### src/rtl/stopwatch_core_pkg.sv
// -----------------------------------------------------------------------------
// stopwatch_pkg
// Shared types and constants for the stopwatch core: run-control state
// encoding, BCD digit width and the terminal value of each fixed-range digit.
// No ports (package).
// -----------------------------------------------------------------------------
package stopwatch_pkg;

    typedef enum logic [1:0] {
        IDLE    = 2'd0,
        RUNNING = 2'd1,
        PAUSED  = 2'd2
    } state_t;

    localparam int BCD_W = 4;

    localparam logic [BCD_W-1:0] TENTHS_MAX   = 4'd9;
    localparam logic [BCD_W-1:0] SEC_ONES_MAX = 4'd9;
    localparam logic [BCD_W-1:0] SEC_TENS_MAX = 4'd5;
    localparam logic [BCD_W-1:0] MIN_ONES_MAX = 4'd9;

endpackage

### src/rtl/stopwatch_core_bcd_digit_counter.sv
// -----------------------------------------------------------------------------
// bcd_digit_counter
// One BCD digit of the stopwatch carry chain. Counts 0..MAX and rolls over.
//   clk       in   system clock
//   rst       in   synchronous active-high reset
//   clr       in   synchronous clear to 0
//   en        in   advance request (carry-in from the lower digit)
//   hold      in   freeze the digit even when en is high (saturation)
//   digit     out  registered BCD value
//   carry_out out  en & (digit == MAX), carry-in of the next digit
// -----------------------------------------------------------------------------
module bcd_digit_counter
    import stopwatch_pkg::*;
#(
    parameter logic [BCD_W-1:0] MAX = 4'd9
) (
    input  logic             clk,
    input  logic             rst,
    input  logic             clr,
    input  logic             en,
    input  logic             hold,
    output logic [BCD_W-1:0] digit,
    output logic             carry_out
);

    logic at_max_s;

    assign at_max_s  = (digit == MAX);
    assign carry_out = en & at_max_s;

    // Digit register: reset/clear first, then hold, else advance with rollover.
    always_ff @(posedge clk) begin
        if (rst || clr) begin
            digit <= 4'd0;
        end else if (en && !hold) begin
            digit <= at_max_s ? 4'd0 : (digit + 4'd1);
        end else begin
            digit <= digit;
        end
    end

endmodule

### src/rtl/stopwatch_core.sv
// -----------------------------------------------------------------------------
// stopwatch_core
// BCD stopwatch MM:SS.t driven by the 100 ms divided clock, which is treated as
// data (two-flop synchronised, rising-edge detected) in the clk domain.
// Optional build macro: STOPWATCH_LAP_EN (lap snapshot/hold of the displayed
// digits). Without it the lap input is ignored.
//   clk        in   system clock
//   rst        in   synchronous active-high reset
//   tick_in    in   divided clock, one rising edge per 100 ms
//   start_stop in   pulse, toggles run/pause
//   clear      in   pulse, back to 00:00.0 and IDLE (highest priority)
//   lap        in   pulse, lap hold toggle (STOPWATCH_LAP_EN only)
//   tenths, sec_ones, sec_tens, min_ones, min_tens  out  BCD digits
//   running    out  high in RUNNING
//   overflow   out  one-cycle pulse when the count passes the terminal value
// -----------------------------------------------------------------------------
module stopwatch_core
    import stopwatch_pkg::*;
#(
    parameter bit               WRAP         = 1'b1,
    parameter logic [BCD_W-1:0] MIN_TENS_MAX = 4'd5
) (
    input  logic             clk,
    input  logic             rst,
    input  logic             tick_in,
    input  logic             start_stop,
    input  logic             clear,
    input  logic             lap,
    output logic [BCD_W-1:0] tenths,
    output logic [BCD_W-1:0] sec_ones,
    output logic [BCD_W-1:0] sec_tens,
    output logic [BCD_W-1:0] min_ones,
    output logic [BCD_W-1:0] min_tens,
    output logic             running,
    output logic             overflow
);

    logic             tick_q1_r;
    logic             tick_q2_r;
    logic             adv_s;
    state_t           state_r;
    logic             running_r;
    logic             overflow_r;
    logic             count_en_s;
    logic             terminal_s;
    logic             hold_s;
    logic [4:0]       carry_s;
    logic [BCD_W-1:0] tenths_s;
    logic [BCD_W-1:0] sec_ones_s;
    logic [BCD_W-1:0] sec_tens_s;
    logic [BCD_W-1:0] min_ones_s;
    logic [BCD_W-1:0] min_tens_s;
    logic [5*BCD_W-1:0] live_s;

    // Two-flop synchroniser for the divided clock.
    always_ff @(posedge clk) begin
        if (rst) begin
            tick_q1_r <= 1'b0;
            tick_q2_r <= 1'b0;
        end else begin
            tick_q1_r <= tick_in;
            tick_q2_r <= tick_q1_r;
        end
    end

    assign adv_s = tick_q1_r & ~tick_q2_r;

    // A tick is counted only while already RUNNING, so start_stop + adv from
    // IDLE/PAUSED does not count, while in RUNNING it counts before pausing.
    assign count_en_s = adv_s & (state_r == RUNNING) & ~clear;

    assign terminal_s = (min_tens_s == MIN_TENS_MAX) && (min_ones_s == MIN_ONES_MAX) &&
                        (sec_tens_s == SEC_TENS_MAX) && (sec_ones_s == SEC_ONES_MAX) &&
                        (tenths_s == TENTHS_MAX);

    // Saturating build freezes every digit once the terminal value is reached.
    assign hold_s = terminal_s & ~WRAP;

    bcd_digit_counter #(.MAX(TENTHS_MAX)) u_tenths (
        .clk(clk), .rst(rst), .clr(clear), .en(count_en_s), .hold(hold_s),
        .digit(tenths_s), .carry_out(carry_s[0])
    );

    bcd_digit_counter #(.MAX(SEC_ONES_MAX)) u_sec_ones (
        .clk(clk), .rst(rst), .clr(clear), .en(carry_s[0]), .hold(hold_s),
        .digit(sec_ones_s), .carry_out(carry_s[1])
    );

    bcd_digit_counter #(.MAX(SEC_TENS_MAX)) u_sec_tens (
        .clk(clk), .rst(rst), .clr(clear), .en(carry_s[1]), .hold(hold_s),
        .digit(sec_tens_s), .carry_out(carry_s[2])
    );

    bcd_digit_counter #(.MAX(MIN_ONES_MAX)) u_min_ones (
        .clk(clk), .rst(rst), .clr(clear), .en(carry_s[2]), .hold(hold_s),
        .digit(min_ones_s), .carry_out(carry_s[3])
    );

    bcd_digit_counter #(.MAX(MIN_TENS_MAX)) u_min_tens (
        .clk(clk), .rst(rst), .clr(clear), .en(carry_s[3]), .hold(hold_s),
        .digit(min_tens_s), .carry_out(carry_s[4])
    );

    // Run-control FSM with registered running and overflow flags.
    // carry_s[4] is the pass through the terminal value in either mode.
    always_ff @(posedge clk) begin
        if (rst || clear) begin
            state_r    <= IDLE;
            running_r  <= 1'b0;
            overflow_r <= 1'b0;
        end else begin
            overflow_r <= carry_s[4];
            case (state_r)
                IDLE: begin
                    if (start_stop) begin
                        state_r   <= RUNNING;
                        running_r <= 1'b1;
                    end else begin
                        state_r   <= IDLE;
                        running_r <= 1'b0;
                    end
                end
                RUNNING: begin
                    if (start_stop || (carry_s[4] && !WRAP)) begin
                        state_r   <= PAUSED;
                        running_r <= 1'b0;
                    end else begin
                        state_r   <= RUNNING;
                        running_r <= 1'b1;
                    end
                end
                PAUSED: begin
                    if (start_stop) begin
                        state_r   <= RUNNING;
                        running_r <= 1'b1;
                    end else begin
                        state_r   <= PAUSED;
                        running_r <= 1'b0;
                    end
                end
                default: begin
                    state_r   <= IDLE;
                    running_r <= 1'b0;
                end
            endcase
        end
    end

    assign live_s   = {min_tens_s, min_ones_s, sec_tens_s, sec_ones_s, tenths_s};
    assign running  = running_r;
    assign overflow = overflow_r;

`ifdef STOPWATCH_LAP_EN
    logic               lap_hold_r;
    logic [5*BCD_W-1:0] snap_r;

    // Lap toggle: capture the live count when entering hold, release on the next lap.
    always_ff @(posedge clk) begin
        if (rst || clear) begin
            lap_hold_r <= 1'b0;
            snap_r     <= 20'd0;
        end else if (lap && (state_r != IDLE)) begin
            lap_hold_r <= ~lap_hold_r;
            snap_r     <= lap_hold_r ? snap_r : live_s;
        end else begin
            lap_hold_r <= lap_hold_r;
            snap_r     <= snap_r;
        end
    end

    // Output select between two register banks; no input reaches the outputs.
    assign {min_tens, min_ones, sec_tens, sec_ones, tenths} = lap_hold_r ? snap_r : live_s;
`else
    logic unused_lap_s;

    assign unused_lap_s = lap;
    assign {min_tens, min_ones, sec_tens, sec_ones, tenths} = live_s;
`endif

endmodule

### config.mk
export PLATFORM = sky130hd
export DESIGN_NAME = stopwatch_core
export DESIGN_NICKNAME = d
export VERILOG_FILES = /design/src/rtl/stopwatch_core_pkg.sv /design/src/rtl/stopwatch_core_bcd_digit_counter.sv /design/src/rtl/stopwatch_core.sv
export SDC_FILE = /design/constraint.sdc
export NUM_CORES = 1
export LEC_CHECK = 0
export ABC_AREA = 1
export BUFFER_PORTS_ARGS = -buffer_cell sky130_fd_sc_hd__buf_2
export CORE_ASPECT_RATIO = 0.9
export CORE_UTILIZATION = 45
export CTS_CLUSTER_DIAMETER = 50
export CTS_CLUSTER_SIZE = 8
export DETAILED_ROUTE_END_ITERATION = 16
export PLACE_DENSITY_LB_ADDON = 0.08
export REMOVE_ABC_BUFFERS = 1
export SKIP_CTS_REPAIR_TIMING = 1
export SYNTH_ARGS = -nofsm -noshare
export SYNTH_HDL_FRONTEND = slang
export SYNTH_HIERARCHICAL = 1
export SYNTH_SLANG_ARGS = --single-unit
export TNS_END_PERCENT = 1
### constraint.sdc
create_clock -name clk -period 3 [get_ports clk]
set_input_delay 0.15 -clock clk [delete_from_list [all_inputs] [get_ports clk]]
set_output_delay 0.15 -clock clk [all_outputs]
set_load 0.005 [all_outputs]
==> results.sh <==
export IMPL_status="finished clean"
export IMPL_tns_ps=0
export IMPL_viasPerCell=4.315
export IMPL_grt_max_degree=15
export IMPL_grt_pass1_wl_um=3933
export IMPL_muxShareOfSynthArea_pct=0
export IMPL_power_w=0.0005572
export IMPL_start_util_pct=47.89
export IMPL_seqCellArea_um2=520.5
export IMPL_power_density_nw_per_um2=345.0
export IMPL_crit_chain="inv_1 > nand2_1 > nor3_2 > inv_2 > nor3_2 > inv_2 > nor3_1 > inv_2 > nor3_2 > inv_2 > nor3_2 > inv_2 > nor3_1 > nor3b_1"
export IMPL_fin_crit_ps=2635
export IMPL_cts_clk_slew_worst_paths_ps=140
export IMPL_synth_area_per_cell_um2=6.721
export IMPL_seq_area_frac_synth_pct=38.91
export IMPL_diodes=0
export IMPL_worstPathArrival_ps=2890
export IMPL_nFillCells=286
export IMPL_path_class="reg2reg"
export IMPL_clock_sinks=26
export IMPL_htreeDepth=1
export IMPL_coreArea_um2=2793
export IMPL_final_common_cell="nand2_1"
export IMPL_crit_slowest_cell="dfxtp_1"
export IMPL_wl_met1_um=1255
export IMPL_setup_viol=0
export IMPL_drv_slew=0
export IMPL_drv_cap=0
export IMPL_dp_hpwl_um=1738
export IMPL_utilization_pct=57.84
export IMPL_fin_area_um2=1615
export IMPL_peakVddDrop_uv=354.1
export IMPL_rsz0062_at_grt="no"
export IMPL_wl_per_cell_um=8.204
export IMPL_ant_nets=0
export IMPL_synth_top_family_by_area="simple AND/OR/NAND/NOR gates"
export IMPL_wl_met2_um=895
export IMPL_fp_dieH_um=53.72
export IMPL_synth_compound_area_share_pct=13.00
export IMPL_multi_input_area_um2=728.2
export IMPL_synthCells=199
export IMPL_yosys_area_share_simple_pct=37.14
export IMPL_globalplace_congestion=0.7806
export IMPL_whs_ps=21.46
export IMPL_overflow=0
export IMPL_cts_buffer_depth=2
export IMPL_grt_total_usage_pct=16.37
export IMPL_row_count=18
export IMPL_hold_viol_final=0
export IMPL_drcViolationCount=0
export IMPL_hold_path_class="in2reg"
export IMPL_yosysWarnings=6
export IMPL_grt_pass1_vias=961
export IMPL_clk_latency_ps=320
export IMPL_synth_xor_area_share_pct=0
export IMPL_syn_area_um2=1338
export IMPL_die_w_um=59.47
export IMPL_cp_required_ps=3250
export IMPL_wl_met3_um=117
export IMPL_synth_distinct_cells=20
export IMPL_numPortBuffers=26
export IMPL_cts_tree="yes"
export IMPL_endpoint_kind="flop"
export IMPL_skew_ps=1.923
export IMPL_cts_root_buf="clkbuf_4"
export IMPL_fmax_mhz=379.6
export IMPL_fin_crit_sh_pct=87.82
export IMPL_synthToLayoutAreaGrowth_pct=20.77
export IMPL_top_layer="met4"
export IMPL_drt_total_wl_um=2289
export IMPL_antenna_found_initial=0
export IMPL_cts_buffers=3
export IMPL_critPathLaunchType="flop"
export IMPL_first_pass_iters=4
export IMPL_final_cell_mix="40 x nand2_1, 28 x nor2_1, 26 x buf_2, 26 x dfxtp_1, 25 x inv_1"
export IMPL_power_leakage_nw=0.6459
export IMPL_io_pins=28
export IMPL_max_stage_delay_ps=320
export IMPL_dr_total_vias=1204
export IMPL_cp_common_cell="inv_2"
export IMPL_placed_area_um2=1559
export IMPL_r2r_slack_ps=370
export IMPL_drt_iter0_markers=56
export IMPL_fin_nets=246
export IMPL_path_max_fanout=3
export IMPL_ys_ff_latch=26
export IMPL_synthAdderAreaFrac_pct=0
export IMPL_drive_gt1_share_pct=27.20
export IMPL_dieArea_um2=3194
path summary, 6_finish.rpt:
kind / endpoint / start / cells after the start
min: tick_q1_r$_SDFF_PP0_ / tick_in / 3
max: overflow$_SDFF_PP0_ / state_r[1]$_SDFF_PP0_ / 14
min reg2reg: tick_q2_r$_SDFF_PP0_ / tick_q1_r$_SDFF_PP0_ / 2
max reg2reg: overflow$_SDFF_PP0_ / state_r[1]$_SDFF_PP0_ / 14
layer usage:
layer / vias up / track usage, %
li1: 689 / -
met1: 492 / 23.86
met2: 21 / 23.22
met3: 2 / 4.567
met4: 0 / 4.762
met5: - / 0
critical path: cells and delay by family (launching register included):
| kind | cells | cell delay, ps |
|---|---|---|
| buf+inv | 6 | 510 |
| flops | 1 | 320 |
| simple gates | 8 | 1730 |
synth_stat cells, drive strengths merged:
cell type,n,share of area (%)
o21ai,13,4.9
a21boi,2,1.1
nor2,35,13
nand2,45,14
nor3,6,2.2
conb,1,0.28
nand4,3,1.4
inv,38,11
a21oi,9,3.4
o21bai,5,3.6
nor3b,1,0.56
nand3,15,6.4
dfxtp,26,39
through the flow:
stage	setup WS, ps	cells
3_5_place_dp	-48.81	275
2_1_floorplan	203.9	208
3_3_place_gp	-20.62	275
5_1_grt	50.04	279
4_1_cts	-90.20	279
6_report	365.3	279
power by group:
part	switching, W	internal (W)
Clock	0.000103	0.0000742
Sequential	0.00000133	0.000348
Combinational	0.0000206	0.00000968
Total	0.000125	0.000432
state kept, by name (all words and copies together), names as in the netlist:
signal	count
running	1
u_min_ones/digit	4
u_sec_tens/digit	4
u_tenths/digit	4
tick_q1_r	1
u_sec_ones/digit	4
overflow	1
state_r	2
u_min_tens/digit	4
tick_q2_r	1
area by class of cell:
type	instances	share of cell area [%]
clock buffers	4	2.246
inverters	38	8.830
multi-input cells	144	45.08
flip-flops and latches	26	32.22
well taps	40	3.098
repair buffers	27	8.521
kinds of logic after synthesis:
logic type	count (synthesis)
AND/OR/NAND/NOR	105
buffers and inverters	38
other	1
AO/OA/AOI/OAI	29
flip-flops	26
Power figures use the tool's default switching activity.
